### src/rtl/bcd_conv_sched.sv
// bcd_conv_sched
//   Shares one serial double-dabble binary-to-BCD engine between NREQ
//   requesters using round-robin arbitration. The engine converts one operand
//   bit per clock, MSB first. Each result appears on a shared hundreds/tens/ones
//   bus together with the id of the requester that produced it.
//
// Ports
//   clk_i        clock, rising edge
//   rst_ni       asynchronous reset, active low
//   req_i        per-requester request, held high until its grant pulse
//   bin_flat_i   operands; requester k occupies [k*W +: W]
//   grant_o      one-hot, 1-cycle pulse: that requester's operand was captured
//   busy_o       high while a conversion is in flight (SHIFT or DONE)
//   done_o       1-cycle pulse: hun_o/ten_o/one_o are valid for done_id_o
//   done_id_o    index of the requester whose result is on the digit bus
//   hun_o        BCD hundreds digit, held until the next done
//   ten_o        BCD tens digit
//   one_o        BCD ones digit
module bcd_conv_sched #(
  parameter int NREQ = 3,
  parameter int W    = 8
) (
  input  logic              clk_i,
  input  logic              rst_ni,
  input  logic [NREQ-1:0]   req_i,
  input  logic [NREQ*W-1:0] bin_flat_i,
  output logic [NREQ-1:0]   grant_o,
  output logic              busy_o,
  output logic              done_o,
  output logic [1:0]        done_id_o,
  output logic [3:0]        hun_o,
  output logic [3:0]        ten_o,
  output logic [3:0]        one_o
);

  typedef enum logic [1:0] {IDLE, SHIFT, DONE} state_e;

  state_e          state_q, state_d;
  logic [1:0]      ptr_q, ptr_d;
  logic [1:0]      sel_q, sel_d;
  logic [W-1:0]    opnd_q, opnd_d;
  logic [11:0]     dig_q, dig_d;
  logic [3:0]      cnt_q, cnt_d;
  logic [NREQ-1:0] grant_q, grant_d;
  logic            done_q, done_d;
  logic [1:0]      done_id_q, done_id_d;
  logic [11:0]     res_q, res_d;

  // Digits after the "add 3 if >= 5" correction. A corrected digit is at most
  // 12, so the 4-bit add never wraps.
  logic [11:0] adj;
  genvar gi;
  generate
    for (gi = 0; gi < 3; gi++) begin : g_adj
      assign adj[gi*4 +: 4] = (dig_q[gi*4 +: 4] >= 4'd5) ? dig_q[gi*4 +: 4] + 4'd3
                                                           : dig_q[gi*4 +: 4];
    end
  endgenerate

  // Next digit value after one step: corrected digits shifted left, with the
  // operand MSB entering the ones digit.
  logic [11:0] step_dig;
  assign step_dig = (adj << 1) | {11'd0, opnd_q[W-1]};

  // Round-robin pick: first requester at or after ptr_q, wrapping modulo NREQ.
  logic         any_req;
  logic [1:0]   pick;
  logic [W-1:0] pick_opnd;
  int           idx;
  always_comb begin
    any_req   = 1'b0;
    pick      = ptr_q;
    pick_opnd = '0;
    idx       = 0;
    for (int i = 0; i < NREQ; i++) begin
      idx = (int'(ptr_q) + i) % NREQ;
      if (!any_req && req_i[idx]) begin
        any_req   = 1'b1;
        pick      = 2'(idx);
        pick_opnd = bin_flat_i[idx*W +: W];
      end
    end
  end

  always_comb begin
    state_d   = state_q;
    ptr_d     = ptr_q;
    sel_d     = sel_q;
    opnd_d    = opnd_q;
    dig_d     = dig_q;
    cnt_d     = cnt_q;
    grant_d   = '0;
    done_d    = 1'b0;
    done_id_d = done_id_q;
    res_d     = res_q;
    case (state_q)
      IDLE: begin
        if (any_req) begin
          opnd_d  = pick_opnd;
          dig_d   = '0;
          cnt_d   = 4'(W);
          sel_d   = pick;
          grant_d = NREQ'(1) << pick;
          ptr_d   = 2'((int'(pick) + 1) % NREQ);
          state_d = SHIFT;
        end
      end
      SHIFT: begin
        dig_d  = step_dig;
        opnd_d = opnd_q << 1;
        cnt_d  = cnt_q - 4'd1;
        if (cnt_q == 4'd1) begin
          res_d     = step_dig;
          done_d    = 1'b1;
          done_id_d = sel_q;
          state_d   = DONE;
        end
      end
      DONE: begin
        // One dead cycle before the next arbitration round.
        state_d = IDLE;
      end
      default: state_d = IDLE;
    endcase
  end

  always_ff @(posedge clk_i or negedge rst_ni) begin
    if (!rst_ni) begin
      state_q   <= IDLE;
      ptr_q     <= '0;
      sel_q     <= '0;
      opnd_q    <= '0;
      dig_q     <= '0;
      cnt_q     <= '0;
      grant_q   <= '0;
      done_q    <= 1'b0;
      done_id_q <= '0;
      res_q     <= '0;
    end else begin
      state_q   <= state_d;
      ptr_q     <= ptr_d;
      sel_q     <= sel_d;
      opnd_q    <= opnd_d;
      dig_q     <= dig_d;
      cnt_q     <= cnt_d;
      grant_q   <= grant_d;
      done_q    <= done_d;
      done_id_q <= done_id_d;
      res_q     <= res_d;
    end
  end

  assign grant_o   = grant_q;
  assign busy_o    = (state_q != IDLE);
  assign done_o    = done_q;
  assign done_id_o = done_id_q;
  assign hun_o     = res_q[11:8];
  assign ten_o     = res_q[7:4];
  assign one_o     = res_q[3:0];

endmodule
### config.mk
export PLATFORM = sky130hd
export DESIGN_NAME = bcd_conv_sched
export DESIGN_NICKNAME = d
export VERILOG_FILES = /design/src/rtl/bcd_conv_sched.sv
export SDC_FILE = /design/constraint.sdc
export NUM_CORES = 1
export LEC_CHECK = 0
export ABC_AREA = 1
export CAP_MARGIN = 20
export CORE_MARGIN = 5
export CORE_UTILIZATION = 55
export DETAILED_ROUTE_END_ITERATION = 7
export PLACE_DENSITY = 0.81
export SLEW_MARGIN = 10
export SYNTH_ARGS = -nofsm -noshare
export SYNTH_HDL_FRONTEND = slang
export SYNTH_SLANG_ARGS = --single-unit
### constraint.sdc
create_clock -name clk_i -period 3.2 [get_ports clk_i]
set_input_delay 0.64 -clock clk_i [delete_from_list [all_inputs] [get_ports clk_i]]
set_output_delay 0.64 -clock clk_i [all_outputs]
set_load 0.01 [all_outputs]
==> summary.txt <==
Clocking
  – CTS Buf Count: 5
  – Clock Pin Slew Worst Setup and Hold Paths: 0.09 ns
  – Post-CTS Setup Inserts: 0
  – CTS tree: done
  – Post-CTS resize count: 0
  – Clock Latency Late Sink: 0.30 ns
  – Post-CTS Hold Fix Bufs: 0
  – CTS HTree Levels: 2
  – CTS Sinks: 48
  – Maximum clock path buffer count: 2
  – CTS root buffer: clkbuf_8

Floorplan
  – Area of the core: 5850 µm²
  – Initial Utilization: 56.2%
  – DIE HEIGHT: 87.3 µm
  – Die footprint: 7630 µm²
  – # IOs: 48
  – Rows: 28
  – Die W: 87.3 µm

Timing
  – Tightest Pin Transition: 0.605 ns
  – Worst clock skew: 0.0120 ns
  – RSZ-0062 raised after global routing: no
  – Worst rel slew slack: 59.4%
  – Fmax achieved: 347 MHz
  – Share of the cycle needed by the critical path after routing: 90.1%
  – Final setup vio count: 0
  – Setup TNS: 0 ns
  – Tmin final: 2.88 ns
  – Hold slack: 0.231 ns
  – Max Slew Vio Count: 0
  – Hold Vio Cnt, Final: 0

Critical path
  – FF-to-FF path depth: 14
  – Startpoint types: flip-flop
  – Buf/Inv on CP: 4
  – Worst Path Max Fanout: 12
  – Critical R2R Capture: ptr_q[0]$_DFFE_PN0P_
  – CP Data Required Time: 3.38 ns
  – Reg2Reg Setup Slack: 0.32 ns
  – Crit-path slowest cell: dfrtp_1
  – Largest delay share family, worst path: simple AND/OR/NAND/NOR gates
  – Worst Path Arrival: 3.07 ns
  – Crit Path Class: flip-flop to flip-flop
  – CP endpoint kind: flip-flop
  – Critical R2R Launch: ptr_q[1]$_DFFE_PN0P_
  – Critical-path cell list: inv_1 -> ha_1 -> inv_1 -> nand3_1 -> nand3_4 -> nor2_8 -> nand2_1 -> inv_1 -> nand2_1 -> nand2_1 -> inv_1 -> ha_1 -> nand2_1 -> o21ai_0
  – Max incr delay on CP: 0.45 ns

Yosys
  – Synth unique cells: 30
  – Mean Syn Cell Area: 7.21 µm²
  – Sequential-to-total area share from yosys stat: 36.5%
  – #FFs+latches synth: 48
  – Cells after synthesis: 456
  – Syn_nets: 505
  – Netlist Area Pre-Place: 3290 µm²
  – Synth Warn #: 0

Global routing
  – Grt ovf: 0
  – Largest net degree at the start of global routing: 49
  – Global Route Usage Sum: 21.1%
  – Initial antenna violation count: 0
  – Global-route wire length before repair: 13.4 mm
  – Via count of the first global-routing pass: 3,012

Run status
  – Status: completed

Layout
  – Layout Cells excl Fill: 577
  – Most common cell after layout, fill and taps aside: nand2_1
  – Fraction of layout cells with a size suffix above 1: 7.37%
  – Commonest non-fill, non-tap cells in the layout: nand2_1, o21ai_0, inv_1
  – Number of diodes: 0
  – Final #Nets: 550
  – Area growth from synthesis to layout: 21.3%

Detailed routing
  – Via density per instance: 5.36
  – TritonRoute pass-1 iters: 5
  – DRC Markers: 0
  – Total Wirelength: 7.49 mm
  – Post-route ant nets: 0
  – DRT iter0 DRCs: 174
  – WL per Instance: 13.0 µm
  – Vias post-DR: 3,094

Power and ir drop
  – Power Dens Cells: 1090 nW/µm²
  – Lkg Pwr: 1.96 nW
  – VDD IR-drop max: 0.567 mV
  – Pwr Total: 0.00434 W

Place
  – IO Port Bufs: 47
  – Placed Cells incl. Taps: 568
  – Placer Congestion: 0.889
  – HPWL Detailed: 5.64 mm

Run
  – Max-cap viol count: 0

Worst hold path
  – HP Class: input port to async pin
[through the flow]
stage	setup slack [ns]	instance area (µm²)	util (%)
floorplan	0.921	3290	-
global placement	0.514	3810	65.1
detailed placement	0.350	3810	65.1
CTS	0.331	3970	67.8
global route	0.0314	3990	68.2
finish	0.318	3990	68.2
[cells by family after synthesis]
family          synth area share (%)
fa+ha+maj                       7.61
flops                           36.5
compound gates                  21.4
buf+inv                         9.89
xor+xnor                       0.799
simple gates                    23.8
[synthesized netlist by cell type]
cell	instances	area share, %
nand2_2	2	0.38
xor2_1	3	0.80
o22ai_2	10	3.8
o21ai_0	80	12
nand2_4	1	0.34
inv_2	3	0.34
a21oi_1	20	3.0
nand4_1	7	1.3
o22ai_1	7	1.3
nor4_1	1	0.19
a21oi_2	1	0.27
or2_2	1	0.19
nand3b_1	1	0.23
clkbuf_1	8	0.91
buf_6	2	0.68
nor2_2	1	0.19
nor2_1	30	3.4
o21ai_1	5	0.76
dfrtp_1	48	37
ha_1	20	7.6
nand3_4	1	0.53
nor3_1	4	0.61
clkinv_2	1	0.15
nand3_1	22	3.3
buf_1	1	0.11
buf_2	4	0.61
nor2_8	1	0.61
nand2_1	109	12
inv_1	61	7.0
clkinv_1	1	0.11
[flip-flops by register name, indices dropped and copies added (netlist names)]
name,count
done_o,1
state_q,2
res_q,12
grant_o,3
done_id_o,2
ptr_q,2
dig_q,12
cnt_q,4
opnd_q,8
sel_q,2
[layer usage]
| layer | global-route usage, % | share of wire, % | vias to the layer above | routed length, µm |
|---|---|---|---|---|
| met3 | 3.41 | 6.2 | 8 | 468 |
| met2 | 34.9 | 47 | 100 | 3510 |
| met1 | 29.1 | 46 | 1407 | 3440 |
| met4 | 4.74 | 1.0 | 0 | 76 |
| li1 | - | - | 1579 | - |
| met5 | 0 | 0 | - | 0 |
[layout make-up]
cell class | instances | area (µm²)
flip-flops and latches | 48 | 1200
clock buffers | 5 | 68.8
multi-input cells | 327 | 1760
well taps | 75 | 93.8
clock inverters | 3 | 90.1
repair buffers | 53 | 523
inverters | 66 | 249
fillers | 510 | 1860
[worst max path at each step]
stage                               from              endpoint  depth (start not counted)
floorplan           ptr_q[0]$_DFFE_PN0P_  ptr_q[0]$_DFFE_PN0P_                         14
global placement                req_i[1]  ptr_q[0]$_DFFE_PN0P_                         12
detailed placement  ptr_q[1]$_DFFE_PN0P_  ptr_q[0]$_DFFE_PN0P_                         14
CTS                 ptr_q[1]$_DFFE_PN0P_  ptr_q[0]$_DFFE_PN0P_                         14
global route        ptr_q[1]$_DFFE_PN0P_  ptr_q[1]$_DFFE_PN0P_                         14
finish              ptr_q[1]$_DFFE_PN0P_  ptr_q[0]$_DFFE_PN0P_                         14
[where the power goes]
part | internal (W) | total, W | switching, W
clock | 0.000391 | 0.000592 | 0.000202
sequential | 0.000884 | 0.00105 | 0.000167
combinational | 0.00101 | 0.00270 | 0.00169
total | 0.00228 | 0.00434 | 0.00206
Note: power is estimated with default switching activity, not from simulation.
